===== src/rtl/piso_pkg.sv =====
// rtl/piso_pkg.sv - shared state encodings and counter sizing for the serializer
package piso_pkg;

    typedef enum logic {
        ST_IDLE  = 1'b0,
        ST_SHIFT = 1'b1
    } state_e;

    // Bit-count width for a word of w bits; never below 1 so a counter always exists.
    function automatic int cnt_width(input int w);
        int cw;
        cw = $clog2(w);
        if (cw < 1) begin
            cw = 1;
        end
        return cw;
    endfunction

endpackage


===== src/rtl/bit_counter.sv =====
// rtl/bit_counter.sv - mod-WIDTH up-counter with clear, enable and terminal-count flag
//
// Ports:
//   clk    rising-edge clock
//   rst_n  asynchronous active-low reset, counter returns to 0
//   clr    synchronous clear to 0, wins over en
//   en     advance by one; wraps to 0 after WIDTH-1
//   tc     high while the count equals WIDTH-1
module bit_counter
    import piso_pkg::*;
#(
    parameter int WIDTH = 4
) (
    input  logic clk,
    input  logic rst_n,
    input  logic clr,
    input  logic en,
    output logic tc
);

    localparam int CW = cnt_width(WIDTH);
    localparam logic [CW-1:0] LAST = CW'(WIDTH - 1);

    logic [CW-1:0] cnt_q;
    logic [CW-1:0] cnt_d;

    assign tc = (cnt_q == LAST);

    always_comb begin
        cnt_d = cnt_q;
        if (clr) begin
            cnt_d = '0;
        end else if (en) begin
            // Wrap explicitly so a non-power-of-two WIDTH still stays within 0..WIDTH-1.
            cnt_d = tc ? '0 : cnt_q + CW'(1);
        end
    end

    always_ff @(posedge clk or negedge rst_n) begin
        if (!rst_n) begin
            cnt_q <= '0;
        end else begin
            cnt_q <= cnt_d;
        end
    end

endmodule


===== src/rtl/piso_serializer.sv =====
// rtl/piso_serializer.sv - parallel-in serial-out converter with valid/ready on both sides
//
// Ports:
//   clk         rising-edge clock
//   reset       asynchronous active-low reset
//   din         parallel word, sampled only on the load accept edge
//   load_valid  din is offered for loading
//   load_ready  a word can be accepted this cycle (combinational)
//   sout        current serial bit (0 when idle)
//   sout_valid  sout holds a valid bit
//   sout_ready  downstream consumes sout this cycle
//   done        one-cycle pulse after the last bit of a word is consumed
module piso_serializer
    import piso_pkg::*;
#(
    parameter int WIDTH     = 4,
    parameter bit MSB_FIRST = 1'b1
) (
    input  logic             clk,
    input  logic             reset,
    input  logic [WIDTH-1:0] din,
    input  logic             load_valid,
    output logic             load_ready,
    output logic             sout,
    output logic             sout_valid,
    input  logic             sout_ready,
    output logic             done
);

    state_e           state_q;
    state_e           state_d;
    logic [WIDTH-1:0] shreg_q;
    logic [WIDTH-1:0] shreg_d;
    logic             done_q;
    logic             done_d;

    logic             in_shift;
    logic             consume;
    logic             last_consume;
    logic             load_fire;
    logic             tc;
    logic             out_bit;

    assign in_shift     = (state_q == ST_SHIFT);
    assign consume      = in_shift && sout_ready;
    assign last_consume = consume && tc;

    // Opening the load port on the last-bit edge lets the next word follow with no gap bit.
    assign load_ready   = !in_shift || last_consume;
    assign load_fire    = load_valid && load_ready;

    assign out_bit      = MSB_FIRST ? shreg_q[WIDTH-1] : shreg_q[0];
    assign sout         = in_shift && out_bit;
    assign sout_valid   = in_shift;
    assign done         = done_q;

    bit_counter #(
        .WIDTH (WIDTH)
    ) u_bit_counter (
        .clk   (clk),
        .rst_n (reset),
        .clr   (load_fire),
        .en    (consume),
        .tc    (tc)
    );

    always_comb begin
        state_d = state_q;
        shreg_d = shreg_q;
        done_d  = last_consume;

        case (state_q)
            ST_IDLE: begin
                if (load_fire) begin
                    state_d = ST_SHIFT;
                end
            end
            ST_SHIFT: begin
                if (load_fire) begin
                    state_d = ST_SHIFT;
                end else if (last_consume) begin
                    state_d = ST_IDLE;
                end
            end
            default: begin
                state_d = ST_IDLE;
            end
        endcase

        if (load_fire) begin
            shreg_d = din;
        end else if (consume) begin
            // Shift toward the output end with zero fill so an idle register drains to 0.
            if (MSB_FIRST) begin
                shreg_d = {shreg_q[WIDTH-2:0], 1'b0};
            end else begin
                shreg_d = {1'b0, shreg_q[WIDTH-1:1]};
            end
        end
    end

    always_ff @(posedge clk or negedge reset) begin
        if (!reset) begin
            state_q <= ST_IDLE;
            shreg_q <= '0;
            done_q  <= 1'b0;
        end else begin
            state_q <= state_d;
            shreg_q <= shreg_d;
            done_q  <= done_d;
        end
    end

endmodule


===== config.mk =====
export PLATFORM = sky130hd
export DESIGN_NAME = piso_serializer
export DESIGN_NICKNAME = d
export VERILOG_FILES = /design/src/rtl/piso_pkg.sv /design/src/rtl/bit_counter.sv /design/src/rtl/piso_serializer.sv
export SDC_FILE = /design/constraint.sdc
export NUM_CORES = 1
export LEC_CHECK = 0
export ABC_AREA = 1
export CORE_AREA = 2 2 39 41
export CTS_BUF_LIST = sky130_fd_sc_hd__clkbuf_8 sky130_fd_sc_hd__clkbuf_16
export DETAILED_ROUTE_END_ITERATION = 8
export DIE_AREA = 0 0 41 43
export PLACE_DENSITY_LB_ADDON = 0.05
export SLEW_MARGIN = 10
export SYNTH_ARGS = -nofsm -noshare
export SYNTH_HDL_FRONTEND = slang
export SYNTH_SLANG_ARGS = --single-unit

===== constraint.sdc =====
create_clock -name clk -period 1.7 [get_ports clk]
set_input_delay 0.17 -clock clk [delete_from_list [all_inputs] [get_ports clk]]
set_output_delay 0.17 -clock clk [all_outputs]
set_load 0.05 [all_outputs]

=== Word-level counts from Yosys, hierarchy flattened ===
Index checks and enable logic that the tools add are counted.

* Bits in registers: 8
* Bits in latches: 0
* RAM bits: 0
* Bits in read-only memories: 0
* Input bits: 8
* Output and inout port bits: 4
* Memories kept: 0

* $add $sub $neg: 1
* $mul: 0
* Divide/modulo/power cells: 0
* $lt $le $gt $ge: 0
* Equality and inequality tests: 1
* Shift-type cells: 0
* Mux-type cells: 9
* Bitwise logic cells: 1
* Reduce and logical (&&, ||, !) cells: 7

{| class="wikitable"
|+ Operator list
! kind !! count
|-
| $mux W4 || 2
|-
| $mux W2 || 3
|-
| $logic_and A1 B1 Y1 || 4
|-
| $mux W1 || 3
|-
| $add A2 B1 Y2 const B || 1
|-
| $eq A2 B2 Y1 const B || 1
|-
| $pmux W1 S2 || 1
|-
| $reduce_bool A2 Y1 || 1
|-
| $logic_not A1 Y1 || 1
|-
| $logic_or A1 B1 Y1 || 1
|-
| $not A1 Y1 || 1
|}

=== Longest topological paths before layout ===
Gate-level depths: netlist (run 1).

* Depth in word-level cells: 6
* Mapped depth: 7
* Depth with buffers taken out: 7

=== By module ===
A second synthesis (run 1) with hierarchy kept.

* Cell total of the unflattened synthesis: 53
* Area total of the unflattened synthesis: 409.1 µm²

{| class="wikitable"
|+ By module, submodules not included
! module !! times used !! cells an instance !! area each (µm²)
|-
| piso_serializer || 1 || 41 || 307.8
|-
| bit_counter || 1 || 12 || 101.3
|}

=== Worst setup path after synthesis (run 1) ===
Ideal clock, no wire load.

* Path kind: reg-to-reg
* Start: register state_q (netlist: sout_valid)
* End: register shreg_q[1]
* Library setup time: 118 ps
* Arrival time: 1414 ps
* Data required time: 1582 ps
* Path slack: 168 ps
* Stages on the path, launching flop included: 6
* Path buffers: 0
* Period minus slack after synthesis: 1532 ps
* Cell sequence: dfrtp_1 nand3_2 nand2_2 nand3_1 nand3_1 nand2_1

* Word-level cells in the longest chain between the ends: 5
* Elaborated cells between the ends (all ways): 7
* Classes of those cells: 1 x mux; 6 x reduce/logical

{| class="wikitable"
|+ Ends and longest elaborated chain
! element !! RTL line !! RTL
|-
| start: declaration || piso_serializer.sv:30 || <nowiki>state_e state_q;</nowiki>
|-
| start signal: assignment || piso_serializer.sv:108 || <nowiki>state_q <= state_d;</nowiki>
|-
| $logic_and A1 B1 Y1 || piso_serializer.sv:45 || <nowiki>assign consume = in_shift && sout_ready;</nowiki>
|-
| $logic_and A1 B1 Y1 || piso_serializer.sv:46 || <nowiki>assign last_consume = consume && tc;</nowiki>
|-
| $logic_or A1 B1 Y1 (*) || piso_serializer.sv:49 || <nowiki>assign load_ready = !in_shift || last_consume;</nowiki>
|-
| via load_ready || piso_serializer.sv:23 || <nowiki>output logic load_ready,</nowiki>
|-
| $logic_and A1 B1 Y1 (*) || piso_serializer.sv:50 || <nowiki>assign load_fire = load_valid && load_ready;</nowiki>
|-
| $mux W4 or $reduce_bool A2 Y1 (tied branches) || n/a ||
|-
| end signal: assignment || piso_serializer.sv:109 || <nowiki>shreg_q <= shreg_d;</nowiki>
|-
| end: declaration || piso_serializer.sv:32 || <nowiki>logic [WIDTH-1:0] shreg_q;</nowiki>
|}

Mark *: on every way through the listed nets, which the timed path passes. The rest lies on a longest branch.
A chain may end at the register's enable or synchronous reset.

=== Worst setup path after layout (run 1) ===
* Start: register done_q (netlist: done)
* End: output done

{| class="wikitable"
|+ RTL lines
! element !! RTL line !! RTL
|-
| start: declaration || piso_serializer.sv:34 || <nowiki>logic done_q;</nowiki>
|-
| start signal: assignment || piso_serializer.sv:110 || <nowiki>done_q <= done_d;</nowiki>
|-
| end: declaration || piso_serializer.sv:27 || <nowiki>output logic done</nowiki>
|}

No word-level cell between the ends.

==> flow_summary.toml, run 1 <==
[run_status]
run_status = "completed"

[power_and_ir_drop]
vdd_drop_max_uv = 534.1
power_mw = 1.039
static-leakage-power_nw = 0.3210
clkPwrFrac_pct = 21.3
combPwrFrac_pct = 47.6
intPower_mw = 0.6034
power.share.switching_pct = 41.92
pwr_density_cell_nw_per_um2 = 1793
sequentialPowerShare_pct = 31.1
sw_pwr_mw = 0.4354

[critical_path]
slowest_delay_ns = 0.79
worst-endpoint-required_ns = 1.53
crit_cells = 1
crit_family = "buffers and inverters"
largest_fanout_on_the_critical_path = 1
cp-end-kind = "output port"
start_kind = "flop"
crit_chain = "clkdlybuf4s50_1"
arrival_ns = 1.33
criticalPathCategory = "flop to output port"
cp_num_buf_inv = 1
cpMaxStageDelayCell = "clkdlybuf4s50_1"
rr_worst_depth = 7

[clock_network]
holdBufCountCts = 0
tritoncts = "done"
clockRootBuffer = "clkbuf_8"
htree_levels = 1
ctsLongestPathBuffers = 2
cts_repair_resize_count = 0
cts_made_buffers = 3
clk_lat_worst_skew_ns = 0.22
tritoncts_num_sinks = 8
clkTransAtPathRegs_ns = 0.04
cts_setup_buffers = 0

[yosys]
muxShareOfSynthArea_pct = 0
synth_cells = 51
synth-adder-area-share_pct = 3.106
postSynthRegisterBits = 8
distinct_cell_type_count_after_synthesis = 11
yosysTopAreaCellShare_pct = 49.69
synthesis.yosys.warnings = 0
yosys_top_cell_by_area = "dfrtp_1"
main_combinational_cell_family_by_area_after_synthesis = "simple AND/OR/NAND/NOR gates"
total_standard_cell_area_after_synthesis_sq_um = 402.9
synth_nets = 60
synth-xor-area-share_pct = 0
syn_area_per_cell_sq_um = 7.900
synth_seq_area_share_pct = 49.69
synthTopCellsByArea = "dfrtp_1 50%, nand2_1 13%, nand3_1 9.9%"
synth_compound_area_share_pct = 3.727
synthSimpleGateAreaFrac_pct = 34.16

[route]
first_pass_iters = 3
drt-total-wl_microns = 798
drt_drc = 0
routed_via_density = 4.296
detail_route.iter0.violations = 6
drt.antenna.violating_nets = 0
routed_wire_length_per_instance_microns = 9.852
routed-via-count = 348

[min_path]
min_path_type = "input port to async pin"

[timing]
max_slew_margin_pct = 67.55
finalSetupViolCount = 0
final_hold_viol_count = 0
final.min_clock_period_ns = 1.501
slew_viol_final = 0
clock-skew-final_ns = 0.003345
timing.final.crit_share_pct = 88.32
fin_setup_tns_ns = 0
max_clock_freq_mhz = 666.0
max_slew.worst_pin.slew_ns = 0.4853
grt_setup_unrepaired = "false"

[floorplan]
die_h_microns = 43
placeable_core_region_sq_um = 1384
starting_utilization_of_the_core_area_pct = 29.11
ios = 12
floorplan.rows = 14
chipWidth_microns = 41
fp.dieArea_sq_um = 1763

[cells_and_area]
antenna_cells = 0
area_growth_pct = 43.79
layoutNonFillerInstCount = 81
layout.filler_cells = 141
utilization_pct = 41.86
design.final.nets = 76
drive_gt1_share_pct = 15.38

[grt]
grt_pass1_vias = 322
overflow = 0
wire_length_of_the_first_global_routing_pass_microns = 1283
grt_start_max_net_pins = 9
grt_usage_pct = 11.04
grt_antenna_before_repair = 0

[place]
port_buffers = 11
dp.final_hpwl_microns = 621.8
gp_congestion = 0.7078
placedCellCount = 78

[flow_run]
timing.max_cap.violations = 0
[synth_stat cells]
master and number:
a21oi_1 1, dfrtp_1 8, ha_1 1, inv_1 10, nand2_1 14, nand2_2 2
nand2_4 1, nand3_1 8, nand3_2 1, nor2_1 3, o21ai_0 2
[worst reg2reg max path, cell delays in order (launching register included)]
cell     delay (ns)
dfrtp_1        0.39
ha_1           0.23
nand3_2        0.08
nand2_2        0.13
nand2_4        0.12
nand2_1        0.05
nand3_1        0.06
nand2_1        0.05
[power groups by stage]
stage          sequential (mW)  combinational (mW)  clock [mW]
3_3_place_gp             0.324               0.498           0
2_1_floorplan            0.362               0.290           0
4_1_cts                  0.325               0.501       0.228
3_5_place_dp             0.326               0.500           0
6_report                 0.323               0.495       0.221
5_1_grt                  0.335               0.553       0.242
[cells by family (layout without fill, tap and decap cells)]
kind of cell               after synthesis  after routing
and+or+nand+nor                         29             29
buffers and inverters                   10             24
DFF                                      8              8
AOI/OAI and AO/OA                        3              3
adders and majority gates                1              1
[cell type report]
cell class,count,area (sq um),area share [%]
Inverter,10,37.54,6.479
Timing Repair Buffer,11,115.1,19.87
Sequential cell,8,200.2,34.56
Clock buffer,3,41.29,7.127
Tap cell,16,20.02,3.456
Multi-Input combinational cell,33,165.2,28.51
[per-stage QoR]
step	area, sq um	hold slack, ns	worst slack [ns]
3_3_place_gp	538.0	0.4667	0.2977
2_1_floorplan	402.9	-0.1256	0.1683
6_report	579.3	0.2322	0.1985
4_1_cts	579.3	0.2374	0.1901
3_5_place_dp	538.0	0.4648	0.2914
5_1_grt	579.3	0.2504	0.1544
[worst paths after layout]
kind,from,slack [ns],to
worst max-delay path,done$_DFF_PN0_,0.20,done
worst min-delay path,reset,0.23,done$_DFF_PN0_
worst max register to register,u_bit_counter.cnt_q[0]$_DFFE_PN0P_,0.47,shreg_q[1]$_DFFE_PN0P_
worst min register to register,shreg_q[3]$_DFFE_PN0P_,0.48,shreg_q[3]$_DFFE_PN0P_
max in group asynchronous,reset,1.20,shreg_q[2]$_DFFE_PN0P_
min in group clk,shreg_q[3]$_DFFE_PN0P_,0.48,shreg_q[3]$_DFFE_PN0P_
[placed cells by master, fill, tap and decap left out]
master	instances
nor2_1	3
clkdlybuf4s50_1	8
clkbuf_8	3
nand2_1	14
dfrtp_1	8
o21ai_0	2
nand3_1	8
buf_4	2
nand3_2	1
nand2_4	1
buf_12	1
nand2_2	2
ha_1	1
inv_1	10
a21oi_1	1
[flip-flops by register name, indices dropped and copies added (netlist names)]
| register | cells |
|---|---|
| done | 1 |
| sout_valid | 1 |
| u_bit_counter.cnt_q | 2 |
| shreg_q | 4 |
[per-layer routing]
metal | routed length, microns | global-route usage (%)
met4 | 0 | 4.000
met1 | 373 | 13.58
met5 | 0 | 0
met3 | 50 | 4.712
met2 | 375 | 16.56
(Power assumes the default switching activity.)
==> run 2, diff against run 1 <==
- SYNTH_HIERARCHICAL: unset -> 1
==> run 2 against run 1 <==
  * Cell area up 1.1%
  * Worst setup slack worse by 0.0055 ns
  * Clock-buffer cell count unchanged
  * Largest cell class unchanged
  * Combinational power down 27%
  * Maximum frequency down 0.37%
  * Utilization up 0.45 points
  * First-iteration DRC count down 17%
  * Via count up 2.9%
  * Synthesized area up 1.6%
  * Non-clock buffer count unchanged
  * Clock power up 2%
  * Die area unchanged
==> flow_summary.toml, run 2 <==
[power_and_ir_drop]
pwr_density_cell_nw_per_um2 = 1505
vdd_drop_max_uv = 396.1
static-leakage-power_nw = 0.3337

[place]
port_buffers = 11
gp_congestion = 0.6651
dp.final_hpwl_microns = 590.5
dpl_worst_slack_ns = 0.3025

[yosys]
yosysTopAreaCellShare_pct = 48.93
synth.cells.most_frequent = "21 x nand2_1, 9 x nand3_1, 8 x dfrtp_1, 8 x inv_1"
total_standard_cell_area_after_synthesis_sq_um = 409.1
synth_nets = 62
syn_area_per_cell_sq_um = 7.720
synth_seq_area_share_pct = 48.93
yosys_top_cell_by_area = "dfrtp_1"
synthTopCellsByArea = "dfrtp_1 49%, nand2_1 19%, nand3_1 11%"
synth_cells = 53
postSynthRegisterBits = 8
synth_flop_cell = "dfrtp_1"
edff_count_synth = 0
async_reset_ff_share_pct = 100.0
distinct_cell_type_count_after_synthesis = 11
synthesis.yosys.warnings = 6
yosys.cell_count.top_type = "nand2_1"

[min_path]
min_path_type = "input port to async pin"

[clock_network]
cts_setup_buffers = 0
tritoncts_num_sinks = 8
holdBufCountCts = 0
ctsLongestPathBuffers = 2
clk_lat_worst_skew_ns = 0.23
htree_levels = 1
clockRootBuffer = "clkbuf_8"
tritoncts = "done"
clkTransAtPathRegs_ns = 0.04
cts_made_buffers = 3
cts_repair_resize_count = 0

[timing]
max_clock_freq_mhz = 663.6
fin_hold_ws_ns = 0.2272
max_slew_margin_pct = 66.91
clock-skew-final_ns = 0.001436
slew_viol_final = 0
final_hold_viol_count = 0
final_critical_path_setup_slack_ns = 0.1930
max_slew.worst_pin.slew_ns = 0.4947
fin_setup_tns_ns = 0
final.min_clock_period_ns = 1.507
grt_setup_unrepaired = "false"
timing.final.crit_share_pct = 88.65
finalSetupViolCount = 0

[cells_and_area]
layout.filler_cells = 144
max_flop_register = "shreg_q"
drive_gt1_share_pct = 16.42
antenna_cells = 0
mostFrequentLayoutCell = "nand2_1"
area_growth_pct = 43.12
design.final.nets = 78
reg_top3 = "shreg_q x4, u_bit_counter/cnt_q x2"
utilization_pct = 42.31
largest_register_ffs = 4
final_cell_mix = "21 x nand2_1, 9 x nand3_1, 8 x inv_1, 8 x dfrtp_1, 8 x clkdlybuf4s50_1"

[critical_path]
crit_chain = "clkdlybuf4s50_1"
cpMaxStageDelayCell = "clkdlybuf4s50_1"
criticalPathCategory = "flop to output port"
largest_fanout_on_the_critical_path = 1
crit_family = "buffers and inverters"
cp_num_buf_inv = 1
slowest_delay_ns = 0.79
arrival_ns = 1.34
cp-end-kind = "output port"
start_kind = "flop"
worst-endpoint-required_ns = 1.53

[route]
first_pass_iters = 3
drt.antenna.violating_nets = 0
detail_route.iter0.violations = 5
drt-total-wl_microns = 754
routed_wire_length_per_instance_microns = 9.084
routed-via-count = 358
drt_drc = 0
routed_via_density = 4.313

[floorplan]
floorplan.rows = 14
fp.dieArea_sq_um = 1763
chipWidth_microns = 41
starting_utilization_of_the_core_area_pct = 29.57
placeable_core_region_sq_um = 1384
die_h_microns = 43
ios = 12

[grt]
grt_usage_pct = 11.83
overflow = 0
wire_length_of_the_first_global_routing_pass_microns = 1324
grt_pass1_vias = 325
grt_antenna_before_repair = 0
grt_start_max_net_pins = 9

[run_status]
run_status = "completed"

[flow_run]
timing.max_cap.violations = 0
run 2: per-layer routing:
| layer | GRT usage (%) | vias to the layer above | part of all wire (%) |
|---|---|---|---|
| met3 | 6.283 | 2 | 9.0 |
| met1 | 14.80 | 155 | 44 |
| met4 | 8.000 | 0 | 1.9 |
| li1 | - | 191 | - |
| met2 | 15.00 | 10 | 45 |
| met5 | 0 | - | 0 |
run 2: power by group:
group | switching [mW] | internal (mW) | total, mW
Clock | 0.0726 | 0.153 | 0.226
Combinational | 0.222 | 0.138 | 0.361
Sequential | 0.0384 | 0.257 | 0.295
run 2: cells by family (layout without fill, tap and decap cells):
| group | Yosys count | count (layout) | share of synthesized area (%) |
|---|---|---|---|
| adder cells (fa/ha/maj) | 1 | 1 | 3.058 |
| buffers and inverters | 9 | 23 | 8.562 |
| flip-flops | 8 | 8 | 48.93 |
| AND/OR/NAND/NOR | 35 | 35 | 39.45 |
run 2: through the flow:
| step | total power [mW] | instance area, sq um | instances |
|---|---|---|---|
| 2_1_floorplan | 0.5408 | 409.1 | 53 |
| 3_3_place_gp | 0.6649 | 544.3 | 80 |
| 3_5_place_dp | 0.6639 | 544.3 | 80 |
| 4_1_cts | 0.8971 | 585.6 | 83 |
| 5_1_grt | 0.9647 | 585.6 | 83 |
| 6_report | 0.8815 | 585.6 | 83 |
run 2: area by class of cell:
| cell class | instances | area (sq um) | share of cell area [%] |
|---|---|---|---|
| multi-input cells | 36 | 173.9 | 29.70 |
| repair buffers | 11 | 115.1 | 19.66 |
| clock buffers | 3 | 41.29 | 7.051 |
| well taps | 16 | 20.02 | 3.419 |
| flip-flops and latches | 8 | 200.2 | 34.19 |
| inverters | 9 | 35.03 | 5.983 |
run 2: final timing paths:
check,from,end,slack (ns),cells past startpoint
max,done$_DFF_PN0_,done,0.19,1
min,reset,sout_valid$_DFF_PN0_,0.23,1
max reg2reg,u_bit_counter/cnt_q[0]$_DFFE_PN0P_,u_bit_counter/cnt_q[0]$_DFFE_PN0P_,0.34,8
min reg2reg,u_bit_counter/cnt_q[1]$_DFFE_PN0P_,u_bit_counter/cnt_q[1]$_DFFE_PN0P_,0.48,2
max in group asynchronous,reset,shreg_q[2]$_DFFE_PN0P_,1.21,1
min in group clk,u_bit_counter/cnt_q[1]$_DFFE_PN0P_,u_bit_counter/cnt_q[1]$_DFFE_PN0P_,0.48,2
==> run 3, diff against run 2 <==
- CTS_CLUSTER_DIAMETER: unset -> 50
- GPL_TIMING_DRIVEN: unset -> 0
- clock period: 1.7 -> 1.5 ns (I/O delays scaled with it)
==> run 3 against run 2 <==
  * Clock skew is 0.0034 ns higher
  * Register-to-register slack got worse by 0.16 ns
  * Die area did not move
  * Clock power rose by 19%
  * Via count is 4.5% higher
  * Hold slack worse by 0.024 ns
  * Sequential cell count stayed put
  * Global-route usage is 0.40 points higher
  * Largest cell class unchanged
  * Sequential power rose by 14%
==> flow_summary.toml, run 3 (synthesis results as in run 2) <==
[run_status]
run_status = "completed"

[cells_and_area]
largest_register_ffs = 4
register_area_sq_um = 201.4
mostFrequentLayoutCell = "nand2_1"
drive_gt1_share_pct = 14.71
final_cell_mix = "21 x nand2_1, 9 x inv_1, 9 x nand3_1"
layout.filler_cells = 155
antenna_cells = 0
max_flop_register = "shreg_q"
multi_input_area_sq_um = 173.9
area_growth_pct = 42.51
design.final.nets = 78
reg_top3 = "shreg_q x4, u_bit_counter/cnt_q x2"

[floorplan]
ios = 12
chipWidth_microns = 41
placeable_core_region_sq_um = 1384
fp.dieArea_sq_um = 1763
floorplan.rows = 14
starting_utilization_of_the_core_area_pct = 29.57
die_h_microns = 43

[clock_network]
clockRootBuffer = "clkbuf_8"
cts_setup_buffers = 0
clk_lat_worst_skew_ns = 0.23
htree_levels = 1
clkTransAtPathRegs_ns = 0.05
cts_made_buffers = 3
tritoncts_num_sinks = 8
tritoncts = "done"
ctsLongestPathBuffers = 2

[timing]
grt_setup_unrepaired = "false"
final_critical_path_setup_slack_ns = 0.08953
max_slew.worst_pin.slew_ns = 0.5017
clock-skew-final_ns = 0.004786
slew_viol_final = 0
timing.final.crit_share_pct = 94.03
max_slew_margin_pct = 66.50
final_hold_viol_count = 0
max_clock_freq_mhz = 709.0
final.min_clock_period_ns = 1.410
finalSetupViolCount = 0

[place]
gp_congestion = 0.6612
dpl_worst_slack_ns = -0.3556
dp.final_hpwl_microns = 595.2
port_buffers = 11

[route]
first_pass_iters = 4
routed_wire_length_per_instance_microns = 9.202
detail_route.iter0.violations = 7
drt-total-wl_microns = 773
drt_drc = 0
routed-via-count = 374
drt.antenna.violating_nets = 0
routed_via_density = 4.452

[critical_path]
worst-r2r-setup-slack_ns = 0.18
rr_worst_depth = 8
criticalPathCategory = "flop to output port"
reg2reg_to = "u_bit_counter/cnt_q[0]$_DFFE_PN0P_"
r2r_start = "u_bit_counter/cnt_q[0]$_DFFE_PN0P_"
arrival_ns = 1.26
cp-end-kind = "output port"
worst-endpoint-required_ns = 1.35
start_kind = "flop"
largest_fanout_on_the_critical_path = 6

[grt]
grt_util_met3_pct = 6.806
grt_antenna_before_repair = 0
groute.layer.met2.usage_pct = 14.37
overflow = 0
grt_pass1_vias = 322
grt_start_max_net_pins = 9
global_route.peak_usage_layer = "met1"
grt_usage_pct = 12.23
wire_length_of_the_first_global_routing_pass_microns = 1366
grt_use_met1_pct = 15.46

[power_and_ir_drop]
power.share.switching_pct = 38.78
static-leakage-power_nw = 0.3531
power_mw = 0.9789
intPower_mw = 0.5993
vdd_drop_max_uv = 550.0
combPwrFrac_pct = 38.3
pwr_density_cell_nw_per_um2 = 1679
sw_pwr_mw = 0.3796
clkPwrFrac_pct = 27.3
sequentialPowerShare_pct = 34.3

[min_path]
min_path_type = "input port to async pin"

[flow_run]
timing.max_cap.violations = 0
run 3: cell count changes in the layout (fill, tap and decap cells not counted), sizes merged:
cell,before,now
dlymetal6s2s,0,1
inv,8,9
dlygate4sd2,0,2
buf,3,1
clkdlybuf4s50,8,7
run 3: worst max path at each step:
stage,from,to,slack [ns],cells past startpoint
CTS,done$_DFF_PN0_,done,0.0003,1
global route,u_bit_counter/cnt_q[0]$_DFFE_PN0P_,load_ready,0.002,4
floorplan,u_bit_counter/cnt_q[0]$_DFFE_PN0P_,u_bit_counter/cnt_q[0]$_DFFE_PN0P_,0.08,8
detailed placement,sout_ready,load_ready,-0.36,4
global placement,sout_ready,load_ready,-0.36,4
finish,u_bit_counter/cnt_q[0]$_DFFE_PN0P_,load_ready,0.09,4
run 3: timing repair:
| action | 4_1_cts | 5_1_grt |
|---|---|---|
| gates resized for setup | 7 | 3 |
| hold buffers | 0 | 0 |
| endpoints found under the hold margin | 0 | 0 |
| endpoints found under the setup margin | 3 | 2 |
run 3: metrics by stage:
stage	area (sq um)	instances	hold slack (ns)	util (%)	TNS [ns]
2_1_floorplan	410.4	53	-0.1456	-	0
3_3_place_gp	540.5	80	0.4705	39.06	-0.3586
3_5_place_dp	540.5	80	0.4678	39.06	-0.3556
6_report	583.1	84	0.2028	42.13	0
4_1_cts	578.1	84	0.2219	41.77	0
5_1_grt	583.1	84	0.2270	42.13	0
run 3: per-layer routing:
| metal | share of wire [%] | vias up |
|---|---|---|
| li1 | - | 191 |
| met1 | 45 | 169 |
| met2 | 47 | 14 |
| met3 | 8.7 | 0 |
| met4 | 0 | 0 |
| met5 | 0 | - |
run 3: final cells by class:
class / count / share of cell area (%)
tap: 16 / 3.433
clock buffer: 3 / 7.082
clock inverter: 1 / 0.6438
inverter: 9 / 6.009
multi-input combinational: 36 / 29.83
sequential: 8 / 34.55
timing repair buffer: 11 / 18.45
run 3: critical path, cell delays in order, from the launching register on:
cell and delay (ns):
dfrtp_1 0.39, ha_1 0.23, nand3_2 0.09, nand2_2 0.11, buf_4 0.21
run 3: power groups by stage:
stage / combinational (mW) / clock (mW) / sequential, mW
final: 0.375 / 0.268 / 0.336
after global routing: 0.424 / 0.298 / 0.350
after CTS: 0.377 / 0.275 / 0.337
after detailed placement: 0.397 / 0 / 0.340
after global placement: 0.395 / 0 / 0.338
after floorplan: 0.251 / 0 / 0.363
